--- src/rtl/wb_arb_pkg.sv ---
// Shared types and constants for the two-master Wishbone arbiter.
package wb_arb_pkg;

    typedef enum logic [1:0] {
        IDLE    = 2'd0,
        GRANT_I = 2'd1,
        GRANT_D = 2'd2
    } arb_state_t;

    localparam logic MST_INSTR = 1'b0;
    localparam logic MST_DATA  = 1'b1;

endpackage

--- src/rtl/wb_arb_timeout.sv ---
// No-ack watchdog for one granted transfer; flags expiry on the last allowed cycle.
module wb_arb_timeout #(
    parameter int unsigned TIMEOUT_CYCLES = 1024
) (
    input  logic clk,
    input  logic rst_n,
    input  logic clear,
    input  logic run,
    input  logic ack,
    output logic expired
);

    localparam int CNT_W = (TIMEOUT_CYCLES > 0) ? $clog2(TIMEOUT_CYCLES + 1) : 1;
    localparam logic [CNT_W-1:0] LIMIT =
        (TIMEOUT_CYCLES > 0) ? CNT_W'(TIMEOUT_CYCLES - 1) : '0;

    logic [CNT_W-1:0] cnt;

    always_ff @(posedge clk or negedge rst_n) begin
        if (!rst_n) begin
            cnt <= '0;
        end else if (clear) begin
            cnt <= '0;
        end else if (run && !ack && (cnt != '1)) begin
            cnt <= cnt + CNT_W'(1);
        end
    end

    // A zero TIMEOUT_CYCLES disables expiry entirely; an ack in the same cycle wins.
    assign expired = (TIMEOUT_CYCLES != 0) && run && !ack && (cnt == LIMIT);

endmodule

--- src/rtl/wb_dual_port_arbiter.sv ---
// Round-robin arbiter sharing one Wishbone slave between an instruction and a data master.
module wb_dual_port_arbiter
    import wb_arb_pkg::*;
#(
    parameter int unsigned ADDR_WIDTH     = 32,
    parameter int unsigned DATA_WIDTH     = 32,
    parameter int unsigned TIMEOUT_CYCLES = 1024
) (
    input  logic                  clk,
    input  logic                  rst_n,

    input  logic                  instr_cyc_i,
    input  logic                  instr_stb_i,
    input  logic                  instr_we_i,
    input  logic [ADDR_WIDTH-1:0] instr_addr_i,
    input  logic [DATA_WIDTH-1:0] instr_data_i,
    output logic [DATA_WIDTH-1:0] instr_data_o,
    output logic                  instr_ack_o,
    output logic                  instr_err_o,

    input  logic                  data_cyc_i,
    input  logic                  data_stb_i,
    input  logic                  data_we_i,
    input  logic [ADDR_WIDTH-1:0] data_addr_i,
    input  logic [DATA_WIDTH-1:0] data_data_i,
    output logic [DATA_WIDTH-1:0] data_data_o,
    output logic                  data_ack_o,
    output logic                  data_err_o,

    output logic                  mem_cyc_o,
    output logic                  mem_stb_o,
    output logic                  mem_we_o,
    output logic [ADDR_WIDTH-1:0] mem_addr_o,
    output logic [DATA_WIDTH-1:0] mem_data_o,
    input  logic [DATA_WIDTH-1:0] mem_data_i,
    input  logic                  mem_ack_i
);

    arb_state_t state, state_nxt;
    logic       last_grant;
    logic       req_i, req_d;
    logic       in_idle, grant_i, grant_d;
    logic       gnt_cyc;
    logic       expired;

    assign req_i   = instr_cyc_i & instr_stb_i;
    assign req_d   = data_cyc_i & data_stb_i;
    assign in_idle = (state == IDLE);
    assign grant_i = (state == GRANT_I);
    assign grant_d = (state == GRANT_D);
    assign gnt_cyc = (grant_i & instr_cyc_i) | (grant_d & data_cyc_i);

    // Counter is held clear in IDLE, so every grant starts counting from zero.
    wb_arb_timeout #(
        .TIMEOUT_CYCLES(TIMEOUT_CYCLES)
    ) u_timeout (
        .clk    (clk),
        .rst_n  (rst_n),
        .clear  (in_idle),
        .run    (gnt_cyc),
        .ack    (mem_ack_i),
        .expired(expired)
    );

    always_ff @(posedge clk or negedge rst_n) begin
        if (!rst_n) begin
            state      <= IDLE;
            last_grant <= MST_DATA;
        end else begin
            state <= state_nxt;
            if (in_idle && (state_nxt == GRANT_I)) last_grant <= MST_INSTR;
            if (in_idle && (state_nxt == GRANT_D)) last_grant <= MST_DATA;
        end
    end

    always_comb begin
        state_nxt = state;
        case (state)
            IDLE: begin
                if (req_i && req_d) begin
                    state_nxt = (last_grant == MST_INSTR) ? GRANT_D : GRANT_I;
                end else if (req_i) begin
                    state_nxt = GRANT_I;
                end else if (req_d) begin
                    state_nxt = GRANT_D;
                end
            end
            GRANT_I, GRANT_D: begin
                // One transfer per grant: ack, abort or timeout all end it.
                if (!gnt_cyc || mem_ack_i || expired) state_nxt = IDLE;
            end
            default: state_nxt = IDLE;
        endcase
    end

    always_comb begin
        mem_cyc_o    = 1'b0;
        mem_stb_o    = 1'b0;
        mem_we_o     = 1'b0;
        mem_addr_o   = '0;
        mem_data_o   = '0;
        instr_data_o = '0;
        instr_ack_o  = 1'b0;
        instr_err_o  = 1'b0;
        data_data_o  = '0;
        data_ack_o   = 1'b0;
        data_err_o   = 1'b0;
        if (grant_i) begin
            mem_cyc_o    = instr_cyc_i & ~expired;
            mem_stb_o    = instr_stb_i & ~expired;
            mem_we_o     = instr_we_i;
            mem_addr_o   = instr_addr_i;
            mem_data_o   = instr_data_i;
            instr_data_o = mem_data_i;
            instr_ack_o  = mem_ack_i;
            instr_err_o  = expired;
        end else if (grant_d) begin
            mem_cyc_o    = data_cyc_i & ~expired;
            mem_stb_o    = data_stb_i & ~expired;
            mem_we_o     = data_we_i;
            mem_addr_o   = data_addr_i;
            mem_data_o   = data_data_i;
            data_data_o  = mem_data_i;
            data_ack_o   = mem_ack_i;
            data_err_o   = expired;
        end
    end

endmodule

--- config.mk ---
export PLATFORM = sky130hd
export DESIGN_NAME = wb_dual_port_arbiter
export DESIGN_NICKNAME = d
export VERILOG_FILES = /design/src/rtl/wb_arb_pkg.sv /design/src/rtl/wb_arb_timeout.sv /design/src/rtl/wb_dual_port_arbiter.sv
export SDC_FILE = /design/constraint.sdc
export NUM_CORES = 1
export LEC_CHECK = 0
export ABC_AREA = 1
export CORE_AREA = 8 8 122 102
export DETAILED_ROUTE_END_ITERATION = 12
export DIE_AREA = 0 0 130 110
export GPL_ROUTABILITY_DRIVEN = 0
export PLACE_DENSITY = 0.84
export SLEW_MARGIN = 20
export SYNTH_ARGS = -nofsm -noshare
export SYNTH_HDL_FRONTEND = slang
export SYNTH_SLANG_ARGS = --single-unit
--- constraint.sdc ---
create_clock -name clk -period 2 [get_ports clk]
set_clock_uncertainty 0.15 [all_clocks]
set_input_delay 0.5 -clock clk [delete_from_list [all_inputs] [get_ports clk]]
set_output_delay 0.5 -clock clk [all_outputs]
set_load 0.005 [all_outputs]
* After elaboration in Yosys (flattened, before gate mapping)
Cells that the tools add are included.
** Storage, ports and cells
- Memories :: 0
- RAM bits :: 0
- Output and inout port bits :: 135
- Latch bits :: 0
- Word-level logic and storage cells :: 63
- ROM bits :: 0
- Bits in registers :: 14
- Input port bits :: 169
** Operators by class
- Reduce and logical (&&, ||, !) cells :: 14
- $mul :: 0
- Muxes and demuxes :: 29
- Bitwise operators :: 10
- Add/subtract/negate cells :: 1
- Shift operators :: 0
- Divide/modulo/power cells :: 0
- Order comparisons :: 0
- Equality and inequality tests :: 6
** Operator list (number)
- $mux 32 :: 7
- $mux 11 :: 2
- $mux 1 :: 14
- $add 11x1->11 const B :: 1
- $eq 11x10->1 const B :: 1
- $ne 11x11->1 const B :: 1
- $mux 2 :: 5
- $and 1x1->1 :: 8
- $logic_and 1x1->1 :: 6
- $eq 2x1->1 const B :: 2
- $eq 2x2->1 const B :: 2
- $pmux 2 s2 :: 1
- $reduce_bool 2->1 :: 2
- $logic_not 1->1 :: 2
- $logic_not 2->1 :: 1
- $logic_or 1x1->1 :: 2
- $reduce_or 2->1 :: 1
- $not 1->1 :: 1
- $or 1x1->1 :: 1

* Logic depth before layout (Yosys ltp)
Gate-level depths: netlist of run 1.
- Word-level depth :: 12
- Gate-level depth with buffers :: 11
- Depth with buffers taken out :: 10

* Modules after synthesis
From an unflattened synthesis of run 1, not the netlist that was laid out.
** Second synthesis, totals
- Cell total of the unflattened synthesis :: 502
- Area, all modules :: 2458.6 um^2
** By module, submodules not included
- wb_dual_port_arbiter :: cells each 413, area an instance 1794.2 um^2, times used 1, seq. area each 76.3 um^2
- wb_arb_timeout :: cells each 89, area an instance 664.4 um^2, times used 1, seq. area each 275.3 um^2

* Worst setup path after synthesis of run 1
No wires, ideal clock.
- Path kind :: register -> output
- Start point :: reg state[1]
- End point :: out mem_addr_o[2]
- Path slack :: 0.015 ns
- Path buffers :: 3
- Stages on the path, launching flop included :: 9
- Arrival :: 1.335 ns
- Data required time :: 1.350 ns
- Path through :: dfrtp_1 -> inv_1 -> ha_1 -> buf_4 -> inv_2 -> buf_2 -> buf_2 -> nand3_1 -> nand2_1
** On the way
- Cells in the longest elaborated chain, start to end :: 3
- Elaborated cells on any way between the ends :: 4
- Classes of those cells :: 2 x eq/ne; 2 x mux
** RTL lines
- start: declaration :: RTL line wb_dual_port_arbiter.sv:39 : arb_state_t state, state_nxt;
- start signal: assignment :: RTL line wb_dual_port_arbiter.sv:70 : state <= state_nxt;
- $eq 2x2->1 :: RTL line wb_dual_port_arbiter.sv:50 : assign grant_d = (state == GRANT_D);
- $mux 32 :: RTL line wb_dual_port_arbiter.sv:117 : end else if (grant_d) begin
- $mux 32 * :: RTL line wb_dual_port_arbiter.sv:108 : if (grant_i) begin
- end: declaration :: RTL line wb_dual_port_arbiter.sv:33 : output logic [ADDR_WIDTH-1:0] mem_addr_o,
Mark *: on every way between the ends. The rest lies on a longest branch, timed or not.

* Worst setup path in the final report of run 1
- Start point :: reg state[0]
- End point :: out data_data_o[25]
** On the way
- Cells in the longest elaborated chain, start to end :: 3
- Elaborated cells on any way between the ends :: 4
- Classes of those cells :: 2 x eq/ne; 2 x mux
** RTL lines
- $eq 2x2->1 :: RTL line wb_dual_port_arbiter.sv:50
- $mux 32 :: RTL line wb_dual_port_arbiter.sv:117
- $mux 32 * :: RTL line wb_dual_port_arbiter.sv:108
- end: declaration :: RTL line wb_dual_port_arbiter.sv:26 : output logic [DATA_WIDTH-1:0] data_data_o,
Marks and branches as above.

==> flow_metrics.tcl, run 1 <==
set metrics [dict create \
    hp-class "reg -> reg" \
    fp.dieH_um 110 \
    reg2reg_slack_ps 90 \
    synth_nets 667 \
    grt_pass1_wl_um 27700 \
    portBuffers 303 \
    hold_violations 0 \
    required_ps 1350 \
    drc 0 \
    ctsHoldBuffers 0 \
    p_sw_mw 4.79 \
    fp-row-count 34 \
    cts_sinks 14 \
    rsz0062_at_grt "true" \
    cap_violations 0 \
    outcome "complete, but fails checks" \
    ys_warn_count 0 \
    seqCellArea_sq_um 352 \
    fmax_ghz 0.406 \
    violations "setup timing" \
    clk_latency_ps 250 \
    stdcell_count 1067 \
    ios 304 \
    post_drt_via_cell_ratio 4.98 \
    grt_pass1_vias 5161 \
    netlist_area_sq_um 2430 \
    wl_per_cell_um 22.7 \
    dp_hpwl_um 12900 \
    power_frac_seq_pct 3.4 \
    synth_edf_count 0 \
    area_delta_synth_final_pct 243 \
    first_pass_iters 5 \
    dp_slack_ps -733 \
    layout.cells.most_common "clkdlybuf4s50_1" \
    fin_area_sq_um 8340 \
    r2r_cells 12 \
    fin_crit_ps 2470 \
    hold_start "last_grant$_DFFE_PN1P_" \
    pwr-share-comb_pct 92.5 \
    wl_met1_um 8340 \
    cts_buffers 3 \
    grt_max_degree 31 \
    setup.worst_path.end_class "output port" \
    die_w_um 130 \
    routed_wl_um 24300 \
    dpl_cell_area_sq_um 5990 \
    async_flop_share_pct 100 \
    ys_types 31 \
    ys_seq_area_share_pct 14.5 \
    swShare_pct 44.5 \
    cts_max_level 1 \
    route.met3.wl_um 2360 \
    drtAntennaViolNets 0 \
    worst_hold_slack_ps 337 \
    fillCellCount 604 \
    grt_use_total_pct 25.0 \
    p_leak_nw 4.28 \
    top_layer "met4" \
    worstPathMaxFanout 6 \
    setup_ws_ps -465 \
    initial_core_util_pct 23.1 \
    yosys_most_used_dff "dfrtp_1" \
    cts.clk_slew.worst_paths_ps 50 \
    synthTopCellsByArea "nand2_1 (35%), nand3_1 (16%), dfrtp_1 (13%)" \
    critPathKind "reg -> out" \
    cts.path.max_buffers 2 \
    ys_seq_elements 14 \
    worstReg2RegEnd "last_grant$_DFFE_PN1P_" \
    arrival_ps 1820 \
    netlist_instances 493 \
    tightest_slew_ps 261 \
    slew_violations 0 \
    most-common-layout-cells "clkdlybuf4s50_1 (168), nand2_1 (127), buf_6 (104), buf_2 (82), nand2_2 (65)" \
    die-area_sq_um 14300 \
    r2r-start "state[1]$_DFF_PN0_" \
    multi_input_area_sq_um 2750 \
    fin_crit_sh_pct 123 \
    setup_viol 135 \
    yosys.area.top_type "nand2_1" \
    min_to "last_grant$_DFFE_PN1P_" \
    cts_tree "done" \
    antenna_found_initial 1 \
    wl_met2_um 12500 \
    start_kind "flip-flop" \
    drive_above_1_share_pct 58.0 \
    coreArea_sq_um 10500 \
    hold_path_depth 2 \
    pwr_density_cell_nw_per_um2 1290 \
    synth_top_area_share_pct 35.0 \
    syn_area_per_cell_sq_um 4.93 \
    root_buffer "clkbuf_16" \
    drt-initial-drc-count 301 \
    dp.cells 960 \
    grt-ovfl-total 0 \
    peakVddDrop_mv 0.711 \
    layout.nets 1096 \
    relSlewSlack_pct 82.5 \
    clkPwrFrac_pct 4.0 \
    fin_tns_setup_ps -44340 \
    routed-via-count 5316 \
    internal_power_mw 5.96 \
]
[power by group through the flow]
stage | sequential, mW | combinational (mW) | clock [mW]
final | 0.369 | 9.94 | 0.435
after global routing | 0.371 | 10.4 | 0.445
after CTS | 0.366 | 7.67 | 0.435
after detailed placement | 0.379 | 5.31 | 0
after global placement | 0.376 | 5.27 | 0
after floorplan | 0.370 | 2.03 | 0
[routing by layer]
metal,GRT usage (%),vias up
met5,0,-
met1,27.2,2521
met2,43.9,333
met3,7.93,73
met4,11.7,0
li1,-,2389
[synth_stat cells (3+ instances only)]
master      n
nand4_1     4
nor3_1      3
inv_2       4
ha_1        5
buf_2      11
buf_1       5
nand2_2     4
o21ai_1     6
dfrtp_1    13
inv_1      49
nand2_1   227
nand3_1    76
clkbuf_1   17
a21oi_1     6
nor2_1     44
[critical path, cell delays in order, from the launching register on]
cell and delay [ps]:
dfrtp_1 390, buf_6 130, inv_4 50, ha_4 180, buf_6 120, buf_12 130, buf_8 130, buf_4 100
nand2_1 50, nor2_1 110, buf_2 150
[cell type report]
type                       count  share of cell area, %
inverter                      53                   2.58
antenna                        2                 0.0600
clock buffer                   4                   1.06
tap                          144                   2.16
timing repair buffer         458                   57.0
sequential                    14                   4.21
multi-input combinational    392                   33.0
[how the worst max path moves through the flow]
| stage | startpoint | endpoint | slack (ps) | cells past startpoint |
|---|---|---|---|---|
| 5_1_grt | state[1]$_DFF_PN0_ | instr_err_o | -540 | 11 |
| 4_1_cts | state[0]$_DFF_PN0_ | instr_err_o | -440 | 11 |
| 2_1_floorplan | state[1]$_DFF_PN0_ | mem_addr_o[2] | 20 | 8 |
| 3_3_place_gp | data_cyc_i | data_err_o | -690 | 8 |
| 3_5_place_dp | instr_cyc_i | instr_err_o | -730 | 8 |
| 6_report | state[0]$_DFF_PN0_ | data_data_o[25] | -470 | 10 |
[kinds of logic (layout without fill, tap and decap cells)]
logic type      Yosys count  count (layout)  synth area share (%)
other cells               0               2                     0
simple gates            367             367                  63.5
compound gates           17              17                  4.22
flops                    14              14                  14.5
fa+ha+maj                 5               5                  2.57
xor+xnor                  3               3                  1.08
buf+inv                  87             515                  14.2
[stage by stage]
stage          util (%)  power (mW)
6_report           79.4        10.7
5_1_grt            79.4        11.2
4_1_cts            67.8        8.47
3_5_place_dp       57.0        5.69
3_3_place_gp       57.0        5.65
2_1_floorplan         -        2.40
[what timing repair did]
action | CTS | global route
buffers inserted | 65 | 29
pin swaps | 36 | 72
setup endpoints to repair | 135 | 141
gates resized for setup | 757 | 274
cloned | 15 | 5
endpoints found under the hold margin | 0 | 0
[state kept, by name, indices dropped and copies added (netlist names)]
register,flops
u_timeout.cnt,11
state,2
last_grant,1
No activity file was read; power rests on OpenSTA's default activity.
==> run 2, diff against run 1 <==
--- a/config.mk
+++ b/config.mk
@@ -15,3 +15,4 @@
 export SYNTH_ARGS = -nofsm -noshare
 export SYNTH_HDL_FRONTEND = slang
 export SYNTH_SLANG_ARGS = --single-unit
+export TNS_END_PERCENT = 5
==> run 2 against run 1 <==
Critical path type unchanged. Routed wire length decreased by 26%. Final cell count is 5.1% lower. Sequential power is essentially flat. Critical path depth up 1. Hold slack worse by 3.8 ps. First-iteration DRC count rose by 27%. Cell area decreased by 21%. Sequential share of layout area rose by 1.1 points. Clock power is essentially flat. Via count shrank 13%. The run still ends with setup timing left.
==> flow_metrics.tcl, run 2 (synthesis gave the netlist of run 1 again) <==
set metrics [dict create \
    coreArea_sq_um 10500 \
    post_drt_via_cell_ratio 4.58 \
    pwr_density_cell_nw_per_um2 1140 \
    tightest_slew_ps 247 \
    fillCellCount 918 \
    die_w_um 130 \
    grt_max_degree 31 \
    fin_crit_ps 2460 \
    setup.worst_path.start "state[0]$_DFF_PN0_" \
    fmax_ghz 0.407 \
    relSlewSlack_pct 83.5 \
    dp_slack_ps -733 \
    p_leak_nw 3.59 \
    critPathKind "reg -> out" \
    cts.clk_slew.worst_paths_ps 50 \
    power_frac_seq_pct 4.9 \
    gr-usage-met3_pct 8.37 \
    routed-via-count 4640 \
    worstPathMaxFanout 4 \
    top_register "u_timeout.cnt" \
    dp_hpwl_um 12900 \
    fin_crit_sh_pct 123 \
    reg2reg_slack_ps 60 \
    top_usage_layer "met2" \
    grt-ovfl-total 0 \
    hold_start "last_grant$_DFFE_PN1P_" \
    area_delta_synth_final_pct 170 \
    layout.cells.most_common "nand2_1" \
    p_sw_mw 3.37 \
    layout.nets 1044 \
    grt_pass1_wl_um 24900 \
    first_pass_iters 6 \
    setup_viol 135 \
    start_kind "flip-flop" \
    arrival_ps 1810 \
    dpl_cell_area_sq_um 5990 \
    routed_wl_um 17900 \
    fin_tns_setup_ps -36690 \
    cts_sinks 14 \
    r2r-start "state[1]$_DFF_PN0_" \
    die-area_sq_um 14300 \
    cap_violations 0 \
    fin_area_sq_um 6560 \
    largest_reg_flops 11 \
    most-common-layout-cells "nand2_1 (197), clkdlybuf4s50_1 (168), buf_2 (109), nand3_1 (58), buf_4 (46)" \
    initial_core_util_pct 23.1 \
    cts.path.max_buffers 2 \
    drtAntennaViolNets 0 \
    fp-row-count 34 \
    diodes 0 \
    clkPwrFrac_pct 5.8 \
    drt-initial-drc-count 382 \
    cts_buffers 3 \
    violations "setup timing" \
    cts_max_level 1 \
    clk_latency_ps 250 \
    slew_violations 0 \
    setup.worst_path.end_class "output port" \
    met2_usage_pct 39.0 \
    pwr-share-comb_pct 89.3 \
    hp-class "reg -> reg" \
    setup_ws_ps -460 \
    antenna_found_initial 0 \
    internal_power_mw 4.14 \
    reg.largest.list "u_timeout.cnt (11), state (2), last_grant (1)" \
    cts_tree "done" \
    drc 0 \
    grt_use_total_pct 22.2 \
    grt.met1_usage_pct 24.8 \
    hold_violations 0 \
    required_ps 1350 \
    rsz0062_at_grt "true" \
    swShare_pct 44.9 \
    ctsHoldBuffers 0 \
    peakVddDrop_mv 0.464 \
    drive_above_1_share_pct 38.8 \
    fp.dieH_um 110 \
    ios 304 \
    grt_pass1_vias 4557 \
    root_buffer "clkbuf_16" \
    wl_per_cell_um 17.7 \
    outcome "complete, but fails checks" \
    portBuffers 303 \
]
run 2: cell count changes in the layout (fill, tap and decap cells not counted), sizes merged:
cell           before  now
buf               286  218
clkdlybuf4s15       0    3
clkbuf              8   21
diode               2    0
run 2: critical path, stage by stage (launching register included):
cell and delay [ps]:
dfrtp_1 390, buf_6 120, ha_4 230, buf_6 130
nand2_4 40, nand2_2 50, inv_2 40, nor3_2 170
buf_4 150, inv_4 40, nor2_1 80, buf_2 120
run 2: area by class of cell:
class	instances	area, sq um	area share [%]
repair buffers	406	3710	56.6
multi-input cells	392	2020	30.7
flip-flops and latches	14	352	5.36
inverters	53	213	3.24
well taps	144	180	2.74
clock buffers	4	88.8	1.35
run 2: worst paths after layout:
kind	endpoint	cells past startpoint
min in group asynchronous	u_timeout.cnt[3]$_DFFE_PN0P_	2
max in group asynchronous	last_grant$_DFFE_PN1P_	2
worst min-delay path	last_grant$_DFFE_PN1P_	2
worst max register to register	last_grant$_DFFE_PN1P_	11
worst max-delay path	data_err_o	11
worst min register to register	last_grant$_DFFE_PN1P_	2
run 2: layer usage:
layer / wire [um] / vias up / part of all wire [%]
li1: - / 2274 / -
met1: 6520 / 2068 / 36
met2: 8790 / 264 / 49
met3: 2150 / 34 / 12
met4: 471 / 0 / 2.6
met5: 0 / - / 0
run 2: power by group through the flow:
stage | logic, mW | clock network, mW | registers (mW)
6_report | 6.71 | 0.434 | 0.368
2_1_floorplan | 2.03 | 0 | 0.370
4_1_cts | 6.21 | 0.435 | 0.369
3_3_place_gp | 5.27 | 0 | 0.376
3_5_place_dp | 5.31 | 0 | 0.379
5_1_grt | 7.21 | 0.445 | 0.373
run 2: stage by stage:
stage	power, mW	hold WS (ps)	cells	utilization (%)
6_report	7.51	333	1013	62.5
5_1_grt	8.03	367	1013	62.5
4_1_cts	7.01	336	1003	60.6
3_5_place_dp	5.69	328	960	57.0
3_3_place_gp	5.65	328	960	57.0
2_1_floorplan	2.40	54.4	493	-
run 2: timing repair:
item / CTS / global route
resized for setup: 557 / 124
setup buffers: 31 / 9
endpoints found under the setup margin: 135 / 139
cloned: 8 / 1
hold endpoints to repair: 0 / 0
pin swaps: 10 / 16
==> run 3, diff against run 2 <==
--- a/config.mk
+++ b/config.mk
@@ -11,7 +11,6 @@
 export DIE_AREA = 0 0 130 110
 export GPL_ROUTABILITY_DRIVEN = 0
 export PLACE_DENSITY = 0.84
-export SLEW_MARGIN = 20
 export SYNTH_ARGS = -nofsm -noshare
 export SYNTH_HDL_FRONTEND = slang
 export SYNTH_SLANG_ARGS = --single-unit
==> results of run 3 <==
The final DEF is identical to that of run 2; final timing and power are the same.
